### src/rtl/cache_miss_ctrl.sv
// Request sequencer in front of a direct-mapped cache: probes on loads, refills from
// memory on a miss, writes stores through to cache then memory, counts hits/misses.
module cache_miss_ctrl #(
  parameter int ADDR_WIDTH = 32,
  parameter int DATA_WIDTH = 128,
  parameter int CNT_WIDTH  = 16
) (
  input  logic                  clk,
  input  logic                  reset,
  input  logic                  cpu_req_valid,
  output logic                  cpu_req_ready,
  input  logic                  cpu_req_we,
  input  logic [ADDR_WIDTH-1:0] cpu_req_addr,
  input  logic [DATA_WIDTH-1:0] cpu_req_wdata,
  output logic                  cpu_resp_valid,
  input  logic                  cpu_resp_ready,
  output logic [DATA_WIDTH-1:0] cpu_resp_data,
  output logic                  cpu_resp_miss,
  output logic                  cache_read_en,
  output logic                  cache_write_en,
  output logic [ADDR_WIDTH-1:0] cache_addr,
  output logic [DATA_WIDTH-1:0] cache_write_data,
  input  logic [DATA_WIDTH-1:0] cache_read_data,
  input  logic                  cache_hit,
  output logic                  mem_req_valid,
  input  logic                  mem_req_ready,
  output logic                  mem_req_we,
  output logic [ADDR_WIDTH-1:0] mem_req_addr,
  output logic [DATA_WIDTH-1:0] mem_req_wdata,
  input  logic                  mem_resp_valid,
  input  logic [DATA_WIDTH-1:0] mem_resp_data,
  output logic [CNT_WIDTH-1:0]  hit_count,
  output logic [CNT_WIDTH-1:0]  miss_count
);

  // state      | meaning
  // S_IDLE     | ready for a CPU request
  // S_LOOKUP   | cache probe strobe
  // S_CHECK    | cache hit/data valid, decide hit or miss
  // S_MEM_REQ  | line fetch request to memory
  // S_MEM_WAIT | waiting for fetched line
  // S_FILL     | write fetched line into cache
  // S_WR_CACHE | store: write cache
  // S_WR_MEM   | store: write-through request to memory
  // S_RESP     | response held until CPU accepts
  typedef enum logic [3:0] {
    S_IDLE, S_LOOKUP, S_CHECK, S_MEM_REQ, S_MEM_WAIT,
    S_FILL, S_WR_CACHE, S_WR_MEM, S_RESP
  } state_t;

  localparam logic [CNT_WIDTH-1:0] CNT_MAX = '1;

  state_t                r_state;
  logic [ADDR_WIDTH-1:0] r_addr;
  logic [DATA_WIDTH-1:0] r_wdata;
  logic [DATA_WIDTH-1:0] r_resp_data;
  logic                  r_resp_miss;
  logic [CNT_WIDTH-1:0]  r_hit_cnt;
  logic [CNT_WIDTH-1:0]  r_miss_cnt;

  always_ff @(posedge clk) begin
    if (!reset) begin
      r_state     <= S_IDLE;
      r_addr      <= '0;
      r_wdata     <= '0;
      r_resp_data <= '0;
      r_resp_miss <= 1'b0;
      r_hit_cnt   <= '0;
      r_miss_cnt  <= '0;
    end else begin
      case (r_state)
        S_IDLE: begin
          if (cpu_req_valid) begin
            r_addr  <= cpu_req_addr;
            r_wdata <= cpu_req_wdata;
            r_state <= cpu_req_we ? S_WR_CACHE : S_LOOKUP;
          end
        end
        S_LOOKUP: r_state <= S_CHECK;
        S_CHECK: begin
          if (cache_hit) begin
            r_resp_data <= cache_read_data;
            r_resp_miss <= 1'b0;
            if (r_hit_cnt != CNT_MAX) r_hit_cnt <= r_hit_cnt + 1'b1;
            r_state     <= S_RESP;
          end else begin
            if (r_miss_cnt != CNT_MAX) r_miss_cnt <= r_miss_cnt + 1'b1;
            r_state     <= S_MEM_REQ;
          end
        end
        S_MEM_REQ: begin
          if (mem_req_ready) r_state <= S_MEM_WAIT;
        end
        // The fetched line is parked in the response register; FILL writes it from there.
        S_MEM_WAIT: begin
          if (mem_resp_valid) begin
            r_resp_data <= mem_resp_data;
            r_state     <= S_FILL;
          end
        end
        S_FILL: begin
          r_resp_miss <= 1'b1;
          r_state     <= S_RESP;
        end
        S_WR_CACHE: r_state <= S_WR_MEM;
        S_WR_MEM: begin
          if (mem_req_ready) begin
            r_resp_data <= '0;
            r_resp_miss <= 1'b0;
            r_state     <= S_RESP;
          end
        end
        S_RESP: begin
          if (cpu_resp_ready) r_state <= S_IDLE;
        end
        default: r_state <= S_IDLE;
      endcase
    end
  end

  assign cpu_req_ready    = (r_state == S_IDLE);
  assign cpu_resp_valid   = (r_state == S_RESP);
  assign cpu_resp_data    = r_resp_data;
  assign cpu_resp_miss    = r_resp_miss;
  assign cache_read_en    = (r_state == S_LOOKUP);
  assign cache_write_en   = (r_state == S_FILL) || (r_state == S_WR_CACHE);
  assign cache_addr       = r_addr;
  assign cache_write_data = (r_state == S_FILL) ? r_resp_data : r_wdata;
  assign mem_req_valid    = (r_state == S_MEM_REQ) || (r_state == S_WR_MEM);
  assign mem_req_we       = (r_state == S_WR_MEM);
  assign mem_req_addr     = r_addr;
  assign mem_req_wdata    = r_wdata;
  assign hit_count        = r_hit_cnt;
  assign miss_count       = r_miss_cnt;

endmodule

### config.mk
export PLATFORM = sky130hd
export DESIGN_NAME = cache_miss_ctrl
export DESIGN_NICKNAME = d
export VERILOG_FILES = /design/src/rtl/cache_miss_ctrl.sv
export SDC_FILE = /design/constraint.sdc
export NUM_CORES = 1
export LEC_CHECK = 0
export CAP_MARGIN = 20
export CORE_AREA = 2 2 353 355
export DETAILED_ROUTE_END_ITERATION = 7
export DIE_AREA = 0 0 355 357
export MAX_ROUTING_LAYER = met4
export PLACE_DENSITY = 0.34
export SLEW_MARGIN = 40
export SYNTH_ARGS = -nofsm -noshare
export SYNTH_HDL_FRONTEND = slang
export SYNTH_SLANG_ARGS = --single-unit
### constraint.sdc
create_clock -name clk -period 2.4 [get_ports clk]
set_input_delay 0.24 -clock clk [delete_from_list [all_inputs] [get_ports clk]]
set_output_delay 0.24 -clock clk [all_outputs]
set_load 0.05 [all_outputs]
Word level (Yosys, flattened, before mapping) --
Index checks and enable logic that the tools add are counted.
Word-level totals: flip-flop bits (word level) 325, input bits 424, output and inout port bits 487, logic and storage cells 53
Operators by class: $add $sub $neg 2, eq/ne operators 16, muxes and demuxes 16, bitwise logic cells 1, reductions and logical operators 11
Operators by type and width (count):
- $mux W128 | 4
- $pmux W128 S3 | 1
- $pmux W4 S9 | 1
- $add A16 B1 Y16 const B | 2
- $ne A16 B16 Y1 const B | 2
- $mux W4 | 6
- $eq A4 B3 Y1 const B | 4
- $ne A2 B2 Y1 const B | 5
- $reduce_and A3 Y1 | 3
- $eq A4 B2 Y1 const B | 2
- $reduce_bool A3 Y1 | 2
- $reduce_and A5 Y1 | 1
- $eq A4 B1 Y1 const B | 1
- $eq A4 B4 Y1 const B | 1
- $logic_not A4 Y1 | 1
- $reduce_and A4 Y1 | 1
- $mux W3 | 1
- $pmux W1 S3 | 1
- $logic_or A1 B1 Y1 | 2
- $mux W1 | 2
- $ne A2 B1 Y1 const B | 1
- $reduce_and A2 Y1 | 1
- $not A1 Y1 | 1

Longest topological paths before layout --
Gate-level depths: netlist of the first run.
depth in word-level cells 3, gate-level depth with buffers 8, depth with buffers taken out 5

Worst setup path after synthesis of the first run --
No wires, ideal clock.
path type register to register, start reg r_state[1], end reg r_wdata[100], in the netlist mem_req_wdata[100], library setup time 0.070 ns, arrival time 3.354 ns, data required time 2.330 ns, path slack -1.024 ns, cell stages (with the launch flop) 9, path buffers 4, period minus slack after synthesis 3.424 ns, cells stage by stage dfxtp_1 clkbuf_1 nor4_1 and2_1 clkbuf_1 clkbuf_1 clkbuf_1 nand2_1 a21oi_1
Between the ends: cells in the longest elaborated chain, start to end 2
Ends and longest elaborated chain:
- start: declaration | RTL line 53 | state_t r_state;
- start signal: assignment | RTL line 76 | r_state <= cpu_req_we ? S_WR_CACHE : S_LOOKUP;
- $logic_not A4 Y1
- net cpu_req_ready | RTL line 11 | output logic cpu_req_ready,
- $reduce_and A2 Y1 (no line)
- end signal: assignment | RTL line 75 | r_wdata <= cpu_req_wdata;
- end: declaration | RTL line 55 | logic [DATA_WIDTH-1:0] r_wdata;
The timed path passes the listed nets, and every way through them passes these cells. A chain may end at the register's enable or synchronous reset.

Worst setup path after layout of the first run --
start reg r_state[2], end out cache_write_data[118]
Between the ends: cells in the longest elaborated chain, start to end 2
Ends and longest elaborated chain:
- $eq A4 B3 Y1 | RTL line 128 | assign cache_write_data = (r_state == S_FILL) ? r_resp_data : r_wdata;
- $mux W128 | RTL line 128
- end: declaration | RTL line 22 | output logic [DATA_WIDTH-1:0] cache_write_data,
No other way between the ends.

==> results of run 1 <==
[tightest hold or removal path, cell delays in order]
cell             delay [ns]
clkdlybuf4s50_1        0.40
nand2_1                0.05
a21oi_1                0.05
[logic make-up (layout without fill, tap and decap cells)]
logic type,after synthesis,count (layout),share of synthesized area
AND/OR/NAND/NOR,695,695,0.212
multiplexers,135,135,0.105
XOR/XNOR,1,1,0.000610
AO/OA/AOI/OAI,358,358,0.167
adder cells (fa/ha/maj),2,2,0.00174
flip-flops,325,325,0.453
other,0,22,0
buffers and inverters,195,1161,0.0600
[sequential cells by signal, summed over array words and instances (netlist names)]
signal,count
cache_addr,32
cpu_resp_data,128
miss_count,16
r_state,4
cpu_resp_miss,1
hit_count,16
mem_req_wdata,128
[area by class of cell]
type                            instances  area, sq um
Sequential cell                       325         6510
Tap cell                             1637         2050
Clock buffer                           71         1350
Inverter                               14         60.1
Timing Repair Buffer                 1064        11400
Clock inverter                         12          145
Multi-Input combinational cell       1191         7520
Antenna cell                           22         55.1
Fill cell                           13500        93900
[timing repair]
action,CTS,global route
pin swaps,1,3
setup endpoints to repair,130,145
gates cloned,3,7
setup buffers,15,8
resized for setup,189,164
[cells in the final DEF (no fill, tap or decap), types with 7 or more instances in the layout]
| master | n |
|---|---|
| mux2_4 | 100 |
| o21ai_0 | 8 |
| buf_12 | 44 |
| clkbuf_8 | 10 |
| diode_2 | 22 |
| buf_6 | 45 |
| clkbuf_16 | 52 |
| nor2_1 | 132 |
| mux2_2 | 28 |
| nand3_1 | 13 |
| buf_4 | 118 |
| buf_8 | 81 |
| nor3_1 | 131 |
| clkbuf_1 | 15 |
| nor4_1 | 10 |
| mux2i_1 | 7 |
| inv_1 | 13 |
| a221oi_1 | 122 |
| dfxtp_1 | 323 |
| a21oi_1 | 181 |
| nand4_1 | 12 |
| or4_1 | 14 |
| o31ai_1 | 14 |
| clkdlybuf4s50_1 | 764 |
| nand2_1 | 339 |
[power by group through the flow]
| stage | registers, mW | clock network, mW | logic [mW] |
|---|---|---|---|
| after floorplan | 13.5 | 0 | 7.85 |
| after global placement | 8.96 | 0 | 22.1 |
| after detailed placement | 8.92 | 0 | 22.0 |
| after CTS | 8.87 | 7.28 | 22.8 |
| after global routing | 9.08 | 7.50 | 24.5 |
| final | 8.86 | 6.96 | 23.3 |
[worst paths after layout]
check                                    from                         endpoint  slack (ns)  cells after the start
hold / removal             cpu_req_wdata[118]  mem_req_wdata[118]$_SDFFE_PN0P_        0.17                      3
setup / recovery      r_state[2]$_SDFFE_PN0P_            cache_write_data[118]       -0.22                      9
setup reg to reg      r_state[2]$_SDFFE_PN0P_   cpu_resp_data[27]$_SDFFE_PN0P_        0.07                      8
hold reg to reg   cache_addr[15]$_SDFFE_PN0P_      cache_addr[15]$_SDFFE_PN0P_        0.47                      2
[per-layer routing]
layer,vias to the layer above,GRT usage,part of all wire
met1,8172,0.179,0.41
met4,0,0.0457,0.028
met5,-,-,0
met3,116,0.0549,0.079
met2,638,0.259,0.48
li1,7999,-,-
==> flow_summary.json, run 1 <==
{
  "setup-violations-final": 128,
  "powerDensity_nw_per_um2": 1340,
  "violations": "setup timing",
  "die_area_sq_um": 127000,
  "switchingPower_mw": 19.7,
  "synth_top_cell_area_share": 0.453,
  "netSwitchingFraction": 0.502,
  "setup_total_negative_slack_ns": -20.36,
  "tightest_slew_ns": 0.754,
  "antenna_found_initial": 33,
  "placed_area_sq_um": 25900,
  "drt.antenna.violating_nets": 0,
  "grtUsageTotal": 0.157,
  "nNetsFinal": 3067,
  "p_int_mw": 19.5,
  "fin_hold_ws_ns": 0.172,
  "cts.sinks": 325,
  "synthesis.nets": 2137,
  "wl_per_cell_um": 23.9,
  "ctsHtreeMaxLevel": 2,
  "synth_edf_count": 0,
  "total_power_mw": 39.1,
  "cp_slowest_cell": "dfxtp_4",
  "crit_required_ns": 2.16,
  "ys_seq_area_frac": 0.453,
  "crit_chain": "buf_12, nand2_8, nor3_4, buf_6, buf_12, buf_12, buf_12, mux2_4, buf_8",
  "cts_buffers": 45,
  "power_leakage_nw": 10.4,
  "design_area_sq_um": 29100,
  "path_class": "flip-flop to output pin",
  "die_w_um": 355,
  "drive_gt1_frac": 0.195,
  "synth.most_common_cell": "nand2_1",
  "rows": 129,
  "clkTransAtPathRegs_ns": 0.06,
  "vdd.ir_drop.worst_mv": 0.608,
  "synth_area_leaders": "dfxtp_1 45%, mux2_2 10%, nand2_1 8.9%",
  "cts_hold_buf": 0,
  "ios": 911,
  "yosys_warnings": 0,
  "ys_ff_latch": 325,
  "die_h_um": 357,
  "finalCritPeriodShare": 1.09,
  "power_frac_comb": 0.596,
  "placed_cells": 4204,
  "area_growth_pct": 103,
  "cp-end-kind": "output pin",
  "wl_mm": 104,
  "dr.pass1.iters": 7,
  "grt-ovfl-total": 0,
  "finalClockSkew_ns": 0.0219,
  "path_delay_family": "buffers and inverters",
  "io_buffers": 910,
  "grt_first_pass_wirelength_mm": 138,
  "period_needed_ns": 2.62,
  "power.share.sequential": 0.226,
  "status": "finished with violations",
  "synth_area_leader_cell": "dfxtp_1",
  "fin_ws_ns": -0.220,
  "hold_class": "input pin to flip-flop",
  "rsz0062_at_grt": "true",
  "cts_buffer_depth": 3,
  "hpwl_mm": 79.6,
  "start_util": 0.117,
  "max_stage_delay_ns": 0.36,
  "p_clk_frac": 0.178,
  "synthArstFlopShare": 0,
  "ctsRootBufferMaster": "clkbuf_16",
  "stdcell_count": 4336,
  "via_per_inst": 3.90,
  "crit_path_start_kind": "flip-flop",
  "pre_cts_ws_ns": -0.248,
  "worstSkewPairLatency_ns": 0.61,
  "fmaxAchievable_mhz": 382,
  "place_congestion": 0.796,
  "critPathMostFrequentCell": "buf_12",
  "ys_types": 53,
  "synth_common_cells": "341 x nand2_1, 325 x dfxtp_1, 181 x a21oi_1",
  "syn-cell-area_sq_um": 14400,
  "grt_max_degree": 92,
  "fin_util": 0.237,
  "core_sq_um": 123000,
  "avgSynthCellArea_sq_um": 8.39,
  "final_max_slew_viol_count": 0,
  "max_slew_margin": 0.496,
  "synthFlopType": "dfxtp_1",
  "drt_iter0_markers": 859,
  "hold_viol_final": 0,
  "cts_tree": "yes",
  "cp_max_fo": 8,
  "grt_pass1_vias": 17200,
  "synthCells": 1711,
  "critPathArrivalTime_ns": 2.38,
  "critPathBufInv": 6,
  "cap_viol_max_count": 0,
  "vias": 16900,
  "drc": 0
}
Note: power is estimated with default switching activity, not from simulation.
==> run 2, diff against run 1 <==
--- a/config.mk
+++ b/config.mk
@@ -6,11 +6,12 @@
 export NUM_CORES = 1
 export LEC_CHECK = 0
 export CAP_MARGIN = 20
-export CORE_AREA = 2 2 353 355
+export CORE_AREA = 2 2 356 358
 export DETAILED_ROUTE_END_ITERATION = 7
-export DIE_AREA = 0 0 355 357
+export DIE_AREA = 0 0 358 360
+export GPL_ROUTABILITY_DRIVEN = 0
 export MAX_ROUTING_LAYER = met4
-export PLACE_DENSITY = 0.34
+export PLACE_DENSITY = 0.32
 export SLEW_MARGIN = 40
 export SYNTH_ARGS = -nofsm -noshare
 export SYNTH_HDL_FRONTEND = slang
==> constraint.sdc (replaced) <==
create_clock -name clk -period 3.1 [get_ports clk]
set_input_delay 0.93 -clock clk [delete_from_list [all_inputs] [get_ports clk]]
set_output_delay 0.93 -clock clk [all_outputs]
set_load 0.05 [all_outputs]
==> flow_summary.json, run 2 (synthesis results as in run 1) <==
{
  "die_w_um": 358,
  "cp-end-kind": "output pin",
  "finalClockSkew_ns": 0.0147,
  "pre_cts_ws_ns": -0.0847,
  "tightest_slew_ns": 0.833,
  "crit_path_start_kind": "flip-flop",
  "io_buffers": 910,
  "grtUsageTotal": 0.168,
  "r2r.worst_path.cells": 5,
  "reg2reg_from": "r_state[3]$_SDFFE_PN0P_",
  "r2r-end": "hit_count[9]$_SDFFE_PN0P_",
  "period_needed_ns": 3.18,
  "cts_buffer_depth": 3,
  "vias": 17300,
  "setup-violations-final": 100,
  "rsz0062_at_grt": "true",
  "die_h_um": 360,
  "clkTransAtPathRegs_ns": 0.06,
  "via_per_inst": 3.99,
  "ctsRootBufferMaster": "clkbuf_16",
  "hold_viol_final": 0,
  "finalCritPeriodShare": 1.03,
  "grt_pass1_vias": 17400,
  "multi_input_area_sq_um": 7480,
  "drt_iter0_markers": 866,
  "hpwl_mm": 85.2,
  "layout_commonest_cell": "clkdlybuf4s50_1",
  "fin_ws_ns": -0.0830,
  "cts_buffers": 48,
  "antenna_found_initial": 47,
  "wl_per_cell_um": 25.6,
  "final_max_slew_viol_count": 0,
  "drive_gt1_frac": 0.188,
  "cts.sinks": 325,
  "start_util": 0.115,
  "final_cell_mix": "756 x clkdlybuf4s50_1, 339 x nand2_1, 322 x dfxtp_1",
  "critPathArrivalTime_ns": 2.25,
  "path_class": "flip-flop to output pin",
  "dr.pass1.iters": 5,
  "worstSkewPairLatency_ns": 0.62,
  "crit_path_end": "cache_write_data[113]",
  "area_growth_pct": 101,
  "cp_max_fo": 7,
  "power_leakage_nw": 10.2,
  "violations": "setup timing",
  "nNetsFinal": 3033,
  "fmaxAchievable_mhz": 314,
  "max_slew_margin": 0.440,
  "wl_mm": 111,
  "r2r_slack_ns": 0.46,
  "placed_cells": 4183,
  "crit_required_ns": 2.17,
  "stdcell_count": 4324,
  "cts_tree": "yes",
  "startpoint": "r_state[3]$_SDFFE_PN0P_",
  "die_area_sq_um": 129000,
  "grt_first_pass_wirelength_mm": 147,
  "drc": 0,
  "drt.antenna.violating_nets": 0,
  "ios": 911,
  "vdd.ir_drop.worst_mv": 0.408,
  "ctsHtreeMaxLevel": 2,
  "grt-ovfl-total": 0,
  "powerDensity_nw_per_um2": 1050,
  "hold_class": "flip-flop to flip-flop",
  "core_sq_um": 125000,
  "grt_max_degree": 65,
  "seq_area_sq_um": 6510,
  "rows": 130,
  "cap_viol_max_count": 0,
  "status": "finished with violations",
  "fillers": 13600
}
-- run 2: cell types whose count changed in the layout (fill, tap and decap cells not counted), sizes merged, moves of 2 or more --
| cell | change |
|---|---|
| clkbuf | -2 |
| diode | +10 |
| buf | -24 |
| clkdlybuf4s50 | -8 |
| dlygate4sd2 | -2 |
-- run 2: final cells by class --
cell class / instances / area share
Timing Repair Buffer: 1027 / 0.384
Multi-Input combinational cell: 1191 / 0.259
Sequential cell: 325 / 0.225
Tap cell: 1650 / 0.0714
Clock buffer: 72 / 0.0503
Clock inverter: 13 / 0.00554
Antenna cell: 32 / 0.00277
Inverter: 14 / 0.00208
-- run 2: power by group --
part	total [mW]	switching, mW	internal (mW)
clock network	5.77	2.30	3.47
registers	6.89	1.45	5.44
logic	17.8	11.6	6.21
total	30.5	15.4	15.1
-- run 2: worst min path at each step --
stage,cells past startpoint,end,start,slack (ns)
after floorplan,4,r_state[3]$_SDFFE_PN0P_,r_state[3]$_SDFFE_PN0P_,0.68
after global placement,2,cache_addr[24]$_SDFFE_PN0P_,cache_addr[24]$_SDFFE_PN0P_,0.46
after detailed placement,2,mem_req_wdata[58]$_SDFFE_PN0P_,mem_req_wdata[58]$_SDFFE_PN0P_,0.46
after CTS,2,mem_req_wdata[58]$_SDFFE_PN0P_,mem_req_wdata[58]$_SDFFE_PN0P_,0.47
after global routing,2,cache_addr[24]$_SDFFE_PN0P_,cache_addr[24]$_SDFFE_PN0P_,0.49
final,2,cache_addr[24]$_SDFFE_PN0P_,cache_addr[24]$_SDFFE_PN0P_,0.47
-- run 2: what timing repair did --
action | CTS | global route
pin swaps | 2 | 1
gates cloned | 5 | 3
setup endpoints to repair | 130 | 128
hold buffers | 0 | 0
buffers inserted | 14 | 3
resized for setup | 191 | 147
-- run 2: stage by stage --
step	utilization	TNS (ns)	hold WS, ns	instance area (sq um)	total power, mW
after global placement	0.205	-3.96	0.459	25600	23.9
final	0.231	-2.83	0.472	28900	30.5
after detailed placement	0.205	-2.50	0.462	25600	23.9
after global routing	0.231	-18.35	0.486	28900	31.9
after CTS	0.226	-21.90	0.473	28200	30.5
after floorplan	-	0	0.682	14400	16.5
-- run 2: layer usage --
metal	wire, um	GRT usage	vias to the layer above
met2	53600	0.275	751
met5	0	-	-
met1	45100	0.194	8430
met4	3330	0.0543	0
met3	8810	0.0539	127
li1	-	-	7949
-- run 2: critical path, stage by stage, from the launching register on --
cell and delay [ns]:
dfxtp_1 0.34, nor3_4 0.23, buf_6 0.17, buf_16 0.17, buf_12 0.15, buf_6 0.11, mux2_4 0.31, buf_8 0.15
==> run 3, diff against run 2 <==
--- a/config.mk
+++ b/config.mk
@@ -12,6 +12,7 @@
 export GPL_ROUTABILITY_DRIVEN = 0
 export MAX_ROUTING_LAYER = met4
 export PLACE_DENSITY = 0.32
+export SKIP_CTS_REPAIR_TIMING = 1
 export SLEW_MARGIN = 40
 export SYNTH_ARGS = -nofsm -noshare
 export SYNTH_HDL_FRONTEND = slang
==> flow_summary.json, run 3 (synthesis results as in run 1) <==
{
  "finalCritPeriodShare": 1.06,
  "rsz0062_at_grt": "true",
  "worstSkewPairLatency_ns": 0.61,
  "tightest_slew_ns": 0.813,
  "die_h_um": 360,
  "final_max_slew_viol_count": 0,
  "fmaxAchievable_mhz": 303,
  "r2r.worst_path.cells": 5,
  "path_delay_family": "buffers and inverters",
  "grtUsageTotal": 0.164,
  "crit_required_ns": 2.17,
  "ios": 911,
  "cp-end-kind": "output pin",
  "rows": 130,
  "period_needed_ns": 3.30,
  "io_buffers": 910,
  "p_int_mw": 14.9,
  "cts_buffer_depth": 3,
  "r2r_slack_ns": 0.45,
  "cap_viol_max_count": 0,
  "nNetsFinal": 3032,
  "start_util": 0.115,
  "setup-violations-final": 127,
  "power_frac_comb": 0.582,
  "cts_buffers": 48,
  "total_power_mw": 30.3,
  "pre_cts_ws_ns": -0.0847,
  "die_w_um": 358,
  "hpwl_mm": 85.2,
  "fin_util": 0.229,
  "r2r-end": "hit_count[9]$_SDFFE_PN0P_",
  "crit_chain": "nand2_4, nor3_4, buf_6, buf_12, buf_16, clkbuf_16, mux2_4, buf_8",
  "fillers": 13600,
  "drt.antenna.violating_nets": 0,
  "stdcell_count": 4319,
  "cp_slowest_cell": "dfxtp_2",
  "cts.sinks": 325,
  "clkTransAtPathRegs_ns": 0.06,
  "crit_path_start_kind": "flip-flop",
  "critPathArrivalTime_ns": 2.37,
  "p_clk_frac": 0.190,
  "hold-path-cell-count": 2,
  "vias": 17200,
  "cts_tree": "yes",
  "cp_max_fo": 7,
  "power_leakage_nw": 10.2,
  "layout_commonest_cell": "clkdlybuf4s50_1",
  "setup_total_negative_slack_ns": -15.23,
  "ctsHtreeMaxLevel": 2,
  "dr.pass1.iters": 5,
  "finalClockSkew_ns": 0.0143,
  "max_stage_delay_ns": 0.35,
  "max_slew_margin": 0.453,
  "seq_area_sq_um": 6510,
  "drt_iter0_markers": 948,
  "via_per_inst": 3.98,
  "path_class": "flip-flop to output pin",
  "ctsRootBufferMaster": "clkbuf_16",
  "antenna_found_initial": 44,
  "drive_gt1_frac": 0.187,
  "fin_ws_ns": -0.199,
  "grt_first_pass_wirelength_mm": 144,
  "hp-start": "cache_addr[24]$_SDFFE_PN0P_",
  "critPathBufInv": 5,
  "drc": 0,
  "hold_viol_final": 0,
  "holdPathEnd": "cache_addr[24]$_SDFFE_PN0P_",
  "power.share.sequential": 0.228,
  "violations": "setup timing",
  "status": "finished with violations",
  "die_area_sq_um": 129000,
  "grt_max_degree": 65,
  "area_growth_pct": 99.1,
  "switchingPower_mw": 15.3,
  "wl_mm": 111,
  "grt-ovfl-total": 0,
  "reg2reg_from": "r_state[1]$_SDFFE_PN0P_",
  "vdd.ir_drop.worst_mv": 0.410,
  "netSwitchingFraction": 0.506,
  "placed_cells": 4183,
  "hold_class": "flip-flop to flip-flop",
  "powerDensity_nw_per_um2": 1060,
  "wl_per_cell_um": 25.6,
  "core_sq_um": 125000,
  "grt_pass1_vias": 17100,
  "final_cell_mix": "755 x clkdlybuf4s50_1, 339 x nand2_1, 323 x dfxtp_1",
  "multi_input_area_sq_um": 7360
}
[run 3: area by class of cell]
type	count	share of cell area
inverter	14	0.00210
tap	1650	0.0722
multi-input combinational	1191	0.258
timing repair buffer	1026	0.381
antenna	28	0.00245
sequential	325	0.228
clock inverter	13	0.00560
clock buffer	72	0.0508
[run 3: through the flow]
| stage | hold WS (ns) | cell area, sq um |
|---|---|---|
| 2_1_floorplan | 0.682 | 14400 |
| 3_3_place_gp | 0.459 | 25600 |
| 3_5_place_dp | 0.462 | 25600 |
| 4_1_cts | 0.471 | 27200 |
| 5_1_grt | 0.486 | 28600 |
| 6_report | 0.472 | 28600 |
[run 3: worst max path at each step]
stage	from	to	slack, ns	cells after the start
final	r_state[2]$_SDFFE_PN0P_	cache_write_data[76]	-0.20	8
after global placement	mem_resp_valid	cpu_resp_data[127]$_SDFFE_PN0P_	-0.31	5
after detailed placement	mem_resp_valid	cpu_resp_data[5]$_SDFFE_PN0P_	-0.08	5
after global routing	r_state[0]$_SDFFE_PN0P_	cache_write_data[75]	-0.33	8
after CTS	r_state[0]$_SDFFE_PN0P_	cache_write_data[65]	-0.48	7
after floorplan	r_state[0]$_SDFFE_PN0P_	cache_write_data[100]	0.02	6
[run 3: power groups by stage]
stage               Clock (mW)  Sequential (mW)  Combinational (mW)
floorplan                    0             10.5                6.05
global placement             0             6.90                17.0
detailed placement           0             6.94                17.0
CTS                       5.99             6.87                17.0
global route              6.13             7.04                18.5
finish                    5.76             6.89                17.6
[run 3: routing by layer]
layer	wire, um	vias to the layer above	GRT usage
met3	9090	122	0.0528
met1	44900	8360	0.189
met4	3070	0	0.0476
li1	-	7937	-
met2	53600	758	0.269
met5	0	-	-
[run 3: tightest hold or removal path: stages (launching register included)]
cell and delay, ns:
dfxtp_1 0.32, nand2_1 0.05, a21oi_1 0.05
